===== src/rtl/sdc_rd_blk_sink.sv =====
// sdc_rd_blk_sink: sink for the single-block read deserializer (sdc_clk domain).
// Writes each strobed 64-bit word to BRAM at base_addr + word index, checks the
// block CRC16-CCITT against the received CRC and reports a one-shot block status.
// Build option: define SDC_RD_CRC_CHK_EN to build the 2-bit/clock CRC engine;
// without it crc_err is tied low and CRC_WAIT passes straight through to CHECK.
module sdc_rd_blk_sink #(
   parameter int unsigned ADDR_W        = 9,
   parameter int unsigned WORDS_PER_BLK = 64
) (
   input  logic              sdc_clk,
   input  logic              reset,
   input  logic              i_blk_start,
   input  logic [ADDR_W-1:0] i_base_addr,
   input  logic              i_latch_wrd_strb,
   input  logic [63:0]       i_dat_wrd,
   input  logic              i_latch_crc_strb,
   input  logic [15:0]       i_crc_16,
   output logic              o_bram_we,
   output logic [ADDR_W-1:0] o_bram_addr,
   output logic [63:0]       o_bram_wdat,
   output logic [7:0]        o_wrd_cnt,
   output logic              o_blk_done,
   output logic              o_crc_err,
   output logic              o_len_err,
   output logic              o_ovr_err
);

   typedef enum logic [2:0] {
      StIdle    = 3'd0,
      StRun     = 3'd1,
      StCrcWait = 3'd2,
      StCheck   = 3'd3,
      StDone    = 3'd4
   } state_e;

   state_e            r_state;
   logic [ADDR_W-1:0] r_base;
   logic [7:0]        r_wrd_cnt;
   logic              r_bram_we;
   logic [ADDR_W-1:0] r_bram_addr;
   logic [63:0]       r_bram_wdat;
   logic              r_blk_done;
   logic              r_len_err;
   logic              r_ovr_err;

   logic              w_eng_busy;
   logic              w_room;
   logic              w_accept;
   logic              w_ovr;
   logic [7:0]        w_cnt_after;
   logic [ADDR_W-1:0] w_wr_addr;

   assign w_room      = (r_wrd_cnt < 8'(WORDS_PER_BLK));
   assign w_accept    = (r_state == StRun) && i_latch_wrd_strb && w_room && !w_eng_busy;
   assign w_ovr       = (r_state == StRun) && i_latch_wrd_strb && !w_accept;
   // A word accepted together with the CRC strobe counts toward the length check.
   assign w_cnt_after = r_wrd_cnt + {7'd0, w_accept};
   // Address wraps silently modulo 2^ADDR_W.
   assign w_wr_addr   = r_base + ADDR_W'(r_wrd_cnt);

   // Block FSM: word acceptance, BRAM write port, length/overrun status, done pulse.
   always_ff @(posedge sdc_clk) begin
      if (reset) begin
         r_state     <= StIdle;
         r_base      <= '0;
         r_wrd_cnt   <= '0;
         r_bram_we   <= 1'b0;
         r_bram_addr <= '0;
         r_bram_wdat <= '0;
         r_blk_done  <= 1'b0;
         r_len_err   <= 1'b0;
         r_ovr_err   <= 1'b0;
      end else if (i_blk_start) begin
         r_state    <= StRun;
         r_base     <= i_base_addr;
         r_wrd_cnt  <= '0;
         r_bram_we  <= 1'b0;
         r_blk_done <= 1'b0;
         r_len_err  <= 1'b0;
         r_ovr_err  <= 1'b0;
      end else begin
         r_bram_we  <= w_accept;
         r_blk_done <= 1'b0;
         if (w_accept) begin
            r_bram_addr <= w_wr_addr;
            r_bram_wdat <= i_dat_wrd;
            r_wrd_cnt   <= r_wrd_cnt + 8'd1;
         end
         if (w_ovr) begin
            r_ovr_err <= 1'b1;
         end
         case (r_state)
            StIdle: ;
            StRun: begin
               if (i_latch_crc_strb) begin
                  r_state <= StCrcWait;
                  if (w_cnt_after != 8'(WORDS_PER_BLK)) begin
                     r_len_err <= 1'b1;
                  end
               end
            end
            StCrcWait: begin
               if (!w_eng_busy) begin
                  r_state <= StCheck;
               end
            end
            StCheck: begin
               r_blk_done <= 1'b1;
               r_state    <= StDone;
            end
            StDone: begin
               r_state <= StIdle;
            end
            default: r_state <= StIdle;
         endcase
      end
   end

`ifdef SDC_RD_CRC_CHK_EN
   logic [63:0] r_shift;
   logic [4:0]  r_step;
   logic        r_busy;
   logic [15:0] r_crc_acc;
   logic [15:0] r_crc_rx;
   logic        r_crc_err;

   // CRC16-CCITT (poly 0x1021), two bits per call, bits[1] first.
   function automatic logic [15:0] f_crc2(input logic [15:0] crc, input logic [1:0] bits);
      logic [15:0] c;
      c = crc;
      for (int i = 1; i >= 0; i--) begin
         c = {c[14:0], 1'b0} ^ ((c[15] ^ bits[i]) ? 16'h1021 : 16'h0000);
      end
      return c;
   endfunction

   assign w_eng_busy = r_busy;

   // CRC engine: 32 cycles per word, MSB first; compares against received CRC in CHECK.
   always_ff @(posedge sdc_clk) begin
      if (reset) begin
         r_shift   <= '0;
         r_step    <= '0;
         r_busy    <= 1'b0;
         r_crc_acc <= '0;
         r_crc_rx  <= '0;
         r_crc_err <= 1'b0;
      end else if (i_blk_start) begin
         r_step    <= '0;
         r_busy    <= 1'b0;
         r_crc_acc <= '0;
         r_crc_err <= 1'b0;
      end else begin
         if (w_accept) begin
            r_shift <= i_dat_wrd;
            r_busy  <= 1'b1;
            r_step  <= '0;
         end else if (r_busy) begin
            r_crc_acc <= f_crc2(r_crc_acc, r_shift[63:62]);
            r_shift   <= {r_shift[61:0], 2'b00};
            r_step    <= r_step + 5'd1;
            if (r_step == 5'd31) begin
               r_busy <= 1'b0;
            end
         end
         if ((r_state == StRun) && i_latch_crc_strb) begin
            r_crc_rx <= i_crc_16;
         end
         if (r_state == StCheck) begin
            r_crc_err <= (r_crc_acc != r_crc_rx);
         end
      end
   end

   assign o_crc_err = r_crc_err;
`else
   logic w_unused_crc;

   assign w_eng_busy   = 1'b0;
   assign w_unused_crc = ^i_crc_16;
   assign o_crc_err    = 1'b0;
`endif

   assign o_bram_we   = r_bram_we;
   assign o_bram_addr = r_bram_addr;
   assign o_bram_wdat = r_bram_wdat;
   assign o_wrd_cnt   = r_wrd_cnt;
   assign o_blk_done  = r_blk_done;
   assign o_len_err   = r_len_err;
   assign o_ovr_err   = r_ovr_err;

endmodule

===== config.mk =====
export PLATFORM = sky130hd
export DESIGN_NAME = sdc_rd_blk_sink
export DESIGN_NICKNAME = d
export VERILOG_FILES = /design/src/rtl/sdc_rd_blk_sink.sv
export SDC_FILE = /design/constraint.sdc
export NUM_CORES = 1
export LEC_CHECK = 0
export CAP_MARGIN = 0
export CORE_MARGIN = 4
export CORE_UTILIZATION = 44
export CTS_BUF_LIST = sky130_fd_sc_hd__clkbuf_16
export CTS_CLUSTER_DIAMETER = 40
export DETAILED_ROUTE_END_ITERATION = 8
export PLACE_DENSITY = 0.91
export SYNTH_ARGS = -nofsm -noshare
export SYNTH_HDL_FRONTEND = slang
export SYNTH_SLANG_ARGS = --single-unit

===== constraint.sdc =====
create_clock -name sdc_clk -period 3.5 [get_ports sdc_clk]
set_input_delay 0.7 -clock sdc_clk [delete_from_list [all_inputs] [get_ports sdc_clk]]
set_output_delay 0.7 -clock sdc_clk [all_outputs]
set_load 0.005 [all_outputs]

==> impl_metrics.yaml, run 1 <==
status:
  outcome: "complete, no violations"
final_layout:
  fin_util_pct: 67.5
  fin_cells: 730
  nets: 724
  num_antenna_cells: 0
  final_layout_size_suffix_gt1_share_pct: 4.18
  area_growth_pct: 50.2
place:
  port_buffers: 162
  place_inst: 715
  dp_hpwl_um: 8040
  place_congestion: 0.829
worst_setup_path:
  worstSetupPathType: "in -> reg"
  crit_path_cell_trace: "clkdlybuf4s50_1 -> or4b_1 -> nor2_1 -> ha_1 -> ha_1 -> nor3_1 -> a31oi_1 -> o21a_1"
  critical_path.most_common_cell: "ha_1"
  cpPeakStageDelay_ns: 0.51
  cp_max_fo: 5
  cp-end-kind: "flip-flop"
  required_ns: 3.73
  slowest_stage: "clkdlybuf4s50_1"
  worstPathArrival_ns: 2.97
  start_kind: "input pin"
global_routing:
  grt_pass1_vias: 3727
  grt_overflow: 0
  use_met3_pct: 4.30
  gr-max-usage-layer: "met2"
  grt_use_met1_pct: 23.8
  antenna_found_initial: 0
  met2_usage_pct: 37.4
  grtUsageTotal_pct: 20.8
  grt_max_degree: 46
  grt_pass1_wl_um: 17400
floorplanning:
  rows: 34
  die_width_um: 102
  die_y_um: 102
  io_pins: 180
  start_util_pct: 44.9
  core_area_sq_um: 8680
  die_area_sq_um: 10400
clocking:
  cts_resized: 0
  cts_made_buffers: 9
  clock_path_buffers: 2
  cts_hold_buffers: 0
  clk_pin_slew_worst_paths_ns: 0.07
  post_cts_buffers: 0
  clkLatencyLatePin_ns: 0.33
  cts_root_buffer: "clkbuf_16"
  h-tree-depth: 3
  tritoncts: "yes"
  cts_sinks: 97
power:
  p_leak_nw: 2.12
  p_per_area_nw_per_um2: 399
  ir_worst_vdd_mv: 0.251
timing:
  whs_ns: 0.454
  hold_violations: 0
  slew_viol_final: 0
  rsz0062_at_grt: "no"
  fin_crit_sh_pct: 78.2
  fin_crit_ns: 2.74
  worst_slew_pin_slew_ns: 0.767
  fin_skew_ns: 0.00713
  fmax_mhz: 366
  finalSetupViolCount: 0
  tns_ns: 0
  slew_headroom_pct: 48.9
logic_synthesis:
  synth.cell_area_sq_um: 3900
  syn_avg_cell_area_sq_um: 8.37
  synth_top_area_share_pct: 49.8
  ys_warn_count: 0
  yosysMostFrequentCell: "nand2_1"
  synthTopCellsByCount: "145 x nand2_1, 97 x dfxtp_1, 75 x a21oi_1, 21 x nor2_1, 18 x clkbuf_1"
  synthArstFlopShare_pct: 0
  yosysSeqAreaShare_pct: 49.8
  synth_area_leaders: "dfxtp_1 50%, nand2_1 14%, a21oi_1 9.6%"
  synth_cells: 466
  post-synth-top-area-cell: "dfxtp_1"
  synth_seq_cells: 97
  syn_nets: 572
  synth_ff_type: "dfxtp_1"
  synth_edf_count: 0
  synth.distinct_cells: 49
route:
  num_vias: 3828
  first_pass_iters: 5
  post-route-drc-count: 0
  ant_nets: 0
  avgViaCountPerCell: 5.24
  first_iter_violations: 177
  wl_per_cell_um: 15.1
  postRouteWirelength_um: 11000
job:
  cap_violations: 0
min_path:
  hold_class: "reg -> reg"
cell usage in the layout, fill, tap and decap left out, drive strengths merged, types with 3 or more instances in the layout:
| cell | synthesis | layout |
|---|---|---|
| clkdlybuf4s50 | 0 | 161 |
| nand2 | 145 | 145 |
| dfxtp | 97 | 97 |
| a21oi | 76 | 76 |
| nor2 | 21 | 21 |
| ha | 11 | 11 |
| mux2i | 10 | 10 |
| nand3 | 10 | 10 |
| clkbuf | 18 | 9 |
| nor3 | 8 | 8 |
| buf | 10 | 8 |
| o21ai | 6 | 6 |
| and3 | 4 | 4 |
| xnor2 | 4 | 4 |
| nor2b | 3 | 3 |
| nand4 | 3 | 3 |
| a211oi | 3 | 3 |
| o211ai | 3 | 3 |
| clkinv | 1 | 3 |
worst paths after layout:
| kind | depth (start not counted) | end | start | slack (ns) |
|---|---|---|---|---|
| max | 8 | o_len_err | i_latch_wrd_strb | 0.76 |
| min reg2reg | 2 | o_bram_wdat[50] | o_bram_wdat[50] | 0.45 |
| max reg2reg | 7 | o_len_err | o_wrd_cnt[6] | 1.13 |
| min | 2 | o_bram_wdat[50] | o_bram_wdat[50] | 0.45 |
flip-flops by register name (all words and copies together) (netlist names):
register	cells
o_bram_we	1
r_state	3
o_blk_done	1
o_ovr_err	1
o_wrd_cnt	8
o_bram_addr	9
r_base	9
o_len_err	1
o_bram_wdat	64
cell families after synthesis:
kind of cell | share of synthesized area, %
mux | 2.57
fa+ha+maj | 4.04
simple gates | 22.9
buf+inv | 4.36
flops | 49.8
compound gates | 15.1
other cells | 0.0962
xor+xnor | 1.12
cell type report:
type	count	area, sq um
fillers	687	2820
well taps	108	135
inverters	2	7.51
multi-input cells	339	1790
clock inverters	6	61.3
flip-flops and latches	97	1940
repair buffers	169	1690
clock buffers	9	225
worst max-delay path: cells and delay by family:
| kind | cells | cell delay (ns) |
|---|---|---|
| buffers and inverters | 1 | 0.51 |
| AOI/OAI and AO/OA | 2 | 0.28 |
| and+or+nand+nor | 3 | 0.98 |
| adders and majority gates | 2 | 0.50 |
metal layers:
metal / routed length (um) / share of wire, %
met1: 4230 / 38
met5: 0 / 0
met4: 308 / 2.8
met3: 936 / 8.5
met2: 5540 / 50
through the flow:
stage | setup WS (ns) | power, W | instance area [sq um]
after floorplan | 1.02 | 0.00127 | 3900
after global placement | 0.487 | 0.00141 | 5570
after detailed placement | 0.463 | 0.00142 | 5570
after CTS | 0.807 | 0.00236 | 5860
after global routing | 0.669 | 0.00243 | 5860
final | 0.764 | 0.00234 | 5860
report_power, final:
group	internal, W	leakage, nW	switching, W
clock network	0.000546	0.136	0.000397
logic	0.000146	1.20	0.000100
registers	0.00113	0.787	0.0000172
Note: power is estimated with default switching activity, not from simulation.
==> inputs of run 2 (changes only) <==
- CORE_UTILIZATION: 44 -> 41
- PLACE_DENSITY: 0.91 -> 0.86
- clock period: 3.5 -> 2.85 ns (I/O delays scaled with it)
==> run 2 against run 1 <==
Effect of this change: routed wire length down 3.0%; clock power is 26% higher; die area is 6.7% higher; final cell count is 3.3% higher; register-to-register slack worse by 0.43 ns; power is 24% higher; count of clock-buffer cells in the layout stayed put; first-iteration DRC count is 9.6% lower; critical path depth unchanged; highest routed layer unchanged.
==> impl_metrics.yaml, run 2 (synthesis results as in run 1) <==
worst_setup_path:
  worstPathArrival_ns: 2.62
  critical_path.startpoint: "i_latch_wrd_strb"
  reg2reg_from: "o_wrd_cnt[6]"
  cp-end-kind: "flip-flop"
  cp_max_fo: 3
  rr_worst_depth: 7
  required_ns: 3.07
  slowest_stage: "clkdlybuf4s50_1"
  r2r-end: "o_len_err"
  setup.worst_path.end: "o_len_err"
  worstSetupPathType: "in -> reg"
  start_kind: "input pin"
  crit_path_cell_trace: "clkdlybuf4s50_1 -> or4b_1 -> nor2_1 -> ha_1 -> ha_1 -> nor3_1 -> a31oi_1 -> o21a_1"
  cpPeakStageDelay_ns: 0.49
  r2r_slack_ns: 0.70
  critical_path.most_common_cell: "ha_1"
clocking:
  cts_resized: 0
  cts_hold_buffers: 0
  clkLatencyLatePin_ns: 0.33
  cts_root_buffer: "clkbuf_16"
  clk_pin_slew_worst_paths_ns: 0.07
  clock_path_buffers: 2
  tritoncts: "yes"
  cts_sinks: 97
  h-tree-depth: 3
  post_cts_buffers: 0
  cts_made_buffers: 9
place:
  place_congestion: 0.841
  dp_hpwl_um: 7820
  place_inst: 738
  port_buffers: 162
min_path:
  min_from: "o_bram_wdat[46]"
  hold_class: "reg -> reg"
timing:
  tns_ns: 0
  slew_viol_final: 0
  fmax_mhz: 417
  hold_violations: 0
  slew_headroom_pct: 57.8
  rsz0062_at_grt: "no"
  finalSetupViolCount: 0
  fin_crit_sh_pct: 84.1
  worst_slew_pin_slew_ns: 0.632
  fin_crit_ns: 2.40
  fin_skew_ns: 0.00863
floorplanning:
  die_area_sq_um: 11100
  die_width_um: 106
  start_util_pct: 42.2
  core_area_sq_um: 9240
  die_y_um: 106
  io_pins: 180
  rows: 35
route:
  postRouteWirelength_um: 10700
  first_pass_iters: 6
  avgViaCountPerCell: 5.02
  ant_nets: 0
  first_iter_violations: 160
  num_vias: 3784
  wl_per_cell_um: 14.2
  post-route-drc-count: 0
global_routing:
  grt_pass1_wl_um: 17400
  grt_pass1_vias: 3696
  grt_overflow: 0
  grt_max_degree: 64
  grtUsageTotal_pct: 18.8
  antenna_found_initial: 0
final_layout:
  fin_cells: 754
  regArea_sq_um: 1940
  final_common_cell: "clkdlybuf4s50_1"
  num_antenna_cells: 0
  nets: 726
  multi_input_area_sq_um: 1790
  fill_cells: 754
  area_growth_pct: 51.6
  final_cell_mix: "161 x clkdlybuf4s50_1, 145 x nand2_1, 97 x dfxtp_1, 75 x a21oi_1, 21 x nor2_1"
  final_layout_size_suffix_gt1_share_pct: 4.80
  largest_reg_flops: 64
power:
  p_per_area_nw_per_um2: 492
  ir_worst_vdd_mv: 0.352
  p_leak_nw: 2.14
status:
  outcome: "complete, no violations"
job:
  cap_violations: 0
## run 2: changes by cell type in the layout (fill, tap and decap cells not counted), sizes merged
cell,delta
clkinv,+2
clkinvlp,-1
buf,+2
## run 2: metal layers
metal  vias up  GRT usage [%]  part of all wire [%]
li1       1885              -                     -
met1      1768           21.8                    42
met2       116           34.2                    50
met3        15           3.86                   5.3
met4         0           6.85                   1.9
met5         -              0                     0
## run 2: critical path, delay by kind of cell
kind                     cells  cell delay [ns]
adder cells (fa/ha/maj)      2             0.47
AND/OR/NAND/NOR              3             0.81
buffers and inverters        1             0.49
AO/OA/AOI/OAI                2             0.27
## run 2: final cells by class
class                      instances  share of cell area [%]
clock buffer                       9                    3.81
clock inverter                     7                    1.23
inverter                           2                   0.127
multi-input combinational        339                    30.3
sequential                        97                    32.9
tap                              129                    2.73
timing repair buffer             171                    28.9
## run 2: power by group
group	internal [W]	total (W)	switching, W
sequential	0.00139	0.00141	0.0000206
clock	0.000680	0.00119	0.000513
combinational	0.000181	0.000304	0.000123
total	0.00225	0.00291	0.000657
## run 2: worst min-delay path by stage
stage          slack (ns)  cells past startpoint               to
5_1_grt              0.48                      2  o_bram_wdat[31]
3_5_place_dp         0.45                      2  o_bram_wdat[61]
3_3_place_gp         0.44                      1       r_state[1]
4_1_cts              0.46                      2  o_bram_wdat[61]
2_1_floorplan        0.43                      1       r_state[1]
6_report             0.45                      2  o_bram_wdat[46]
## run 2: per-stage QoR
stage	setup slack [ns]	instance area [sq um]	hold slack [ns]	util, %	total power [W]
3_3_place_gp	0.180	5610	0.439	60.7	0.00174
5_1_grt	0.304	5910	0.475	64.0	0.00302
4_1_cts	0.477	5910	0.455	64.0	0.00294
3_5_place_dp	0.137	5610	0.446	60.7	0.00174
6_report	0.453	5910	0.453	64.0	0.00291
2_1_floorplan	0.502	3900	0.432	-	0.00156
==> inputs of run 3 (changes only) <==
- clock period: 2.85 -> 2.4 ns (I/O delays scaled with it)
==> run 3 against run 2 <==
Effect of this change: hold slack lost 0.0017 ns; sequential share of layout area fell by 0.67 points; die area is the same; critical endpoint unchanged; clock skew rose by 0.00058 ns; final area grew 2.1%.
==> impl_metrics.yaml, run 3 (synthesis results as in run 1) <==
timing:
  fmax_mhz: 446
  fin_crit_sh_pct: 93.5
  rsz0062_at_grt: "no"
  fin_skew_ns: 0.00921
  fin_crit_ns: 2.24
  finalSetupViolCount: 0
  setup_ws_ns: 0.157
  hold_violations: 0
  whs_ns: 0.452
  slew_viol_final: 0
route:
  ant_nets: 0
  wl_per_cell_um: 14.4
  avgViaCountPerCell: 4.99
  post-route-drc-count: 0
  first_iter_violations: 135
  num_vias: 3831
  postRouteWirelength_um: 11100
  first_pass_iters: 5
worst_setup_path:
  required_ns: 2.63
  reg2reg_from: "r_state[1]"
  worstSetupPathType: "in -> reg"
  r2r-end: "o_len_err"
  cp-end-kind: "flip-flop"
  worstPathArrival_ns: 2.47
  rr_worst_depth: 7
  r2r_slack_ns: 0.38
  critical_path.startpoint: "i_latch_wrd_strb"
  setup.worst_path.end: "o_len_err"
  cp_max_fo: 3
  start_kind: "input pin"
clocking:
  post_cts_buffers: 0
  cts_root_buffer: "clkbuf_16"
  h-tree-depth: 3
  clkLatencyLatePin_ns: 0.33
  clock_path_buffers: 2
  clk_pin_slew_worst_paths_ns: 0.07
  tritoncts: "yes"
  cts_sinks: 97
  cts_made_buffers: 9
global_routing:
  grt_pass1_vias: 3813
  met2_usage_pct: 35.8
  grt_use_met1_pct: 22.9
  gr-max-usage-layer: "met2"
  grt_overflow: 0
  use_met3_pct: 3.55
  grt_pass1_wl_um: 18100
  grtUsageTotal_pct: 19.5
  grt_max_degree: 40
  antenna_found_initial: 0
power:
  p_per_area_nw_per_um2: 574
  ir_worst_vdd_mv: 0.375
  fin_total_pwr_w: 0.00346
  p_leak_nw: 2.21
min_path:
  hold_depth: 2
  hold_class: "reg -> reg"
job:
  cap_violations: 0
floorplanning:
  start_util_pct: 42.2
  rows: 35
  io_pins: 180
  die_y_um: 106
  core_area_sq_um: 9240
  die_area_sq_um: 11100
  die_width_um: 106
final_layout:
  nets: 739
  final_layout_size_suffix_gt1_share_pct: 6.90
  largest_reg_flops: 64
  area_growth_pct: 54.7
  num_antenna_cells: 0
  final_common_cell: "clkdlybuf4s50_1"
  fin_cells: 767
  final_cell_mix: "161 x clkdlybuf4s50_1, 145 x nand2_1, 97 x dfxtp_1, 75 x a21oi_1, 20 x nor2_1"
place:
  dp_hpwl_um: 8390
  place_ws_ns: -0.175
  place_inst: 751
  port_buffers: 162
  place_congestion: 0.845
status:
  outcome: "complete, no violations"
run 3: routing by layer:
| metal | part of all wire (%) | wire length (um) | up-vias |
|---|---|---|---|
| li1 | - | - | 1909 |
| met1 | 41 | 4510 | 1786 |
| met2 | 52 | 5810 | 120 |
| met3 | 5.1 | 570 | 16 |
| met4 | 1.7 | 186 | 0 |
| met5 | 0 | 0 | - |
run 3: how the worst min path moves through the flow:
stage / from / endpoint
6_report: o_bram_addr[3] / o_bram_addr[3]
5_1_grt: o_bram_wdat[23] / o_bram_wdat[23]
4_1_cts: o_bram_wdat[46] / o_bram_wdat[46]
3_5_place_dp: o_bram_wdat[46] / o_bram_wdat[46]
3_3_place_gp: o_bram_wdat[19] / o_bram_wdat[19]
2_1_floorplan: r_state[2] / r_state[1]
run 3: metrics by stage:
stage	TNS, ns	utilization (%)	instance area [sq um]
floorplan	0	-	3900
global placement	-0.182	62.1	5740
detailed placement	-0.175	62.1	5740
CTS	0	65.3	6030
global route	0	65.3	6030
finish	0	65.3	6030
run 3: cell type report:
type,count,area [sq um]
sequential,97,1940
multi-input combinational,339,1800
clock inverter,7,71.3
fill,773,3210
timing repair buffer,184,1830
tap,129,161
clock buffer,9,225
inverter,2,7.51
run 3: critical path, cell delays in order:
cell and delay (ns):
clkdlybuf4s50_1 0.49, or4b_1 0.49, nor2_2 0.13, ha_1 0.19, ha_1 0.24, nor3_1 0.18
a31oi_1 0.11, o21a_1 0.17
run 3: repair_timing:
action	CTS	global route
hold buffers	0	0
gates resized for setup	0	1
setup endpoints to repair	0	1
run 3: power by group:
part | total, W | switching (W) | internal [W]
combinational | 0.000375 | 0.000150 | 0.000225
sequential | 0.00168 | 0.0000248 | 0.00165
clock | 0.00141 | 0.000605 | 0.000808
total | 0.00346 | 0.000779 | 0.00268
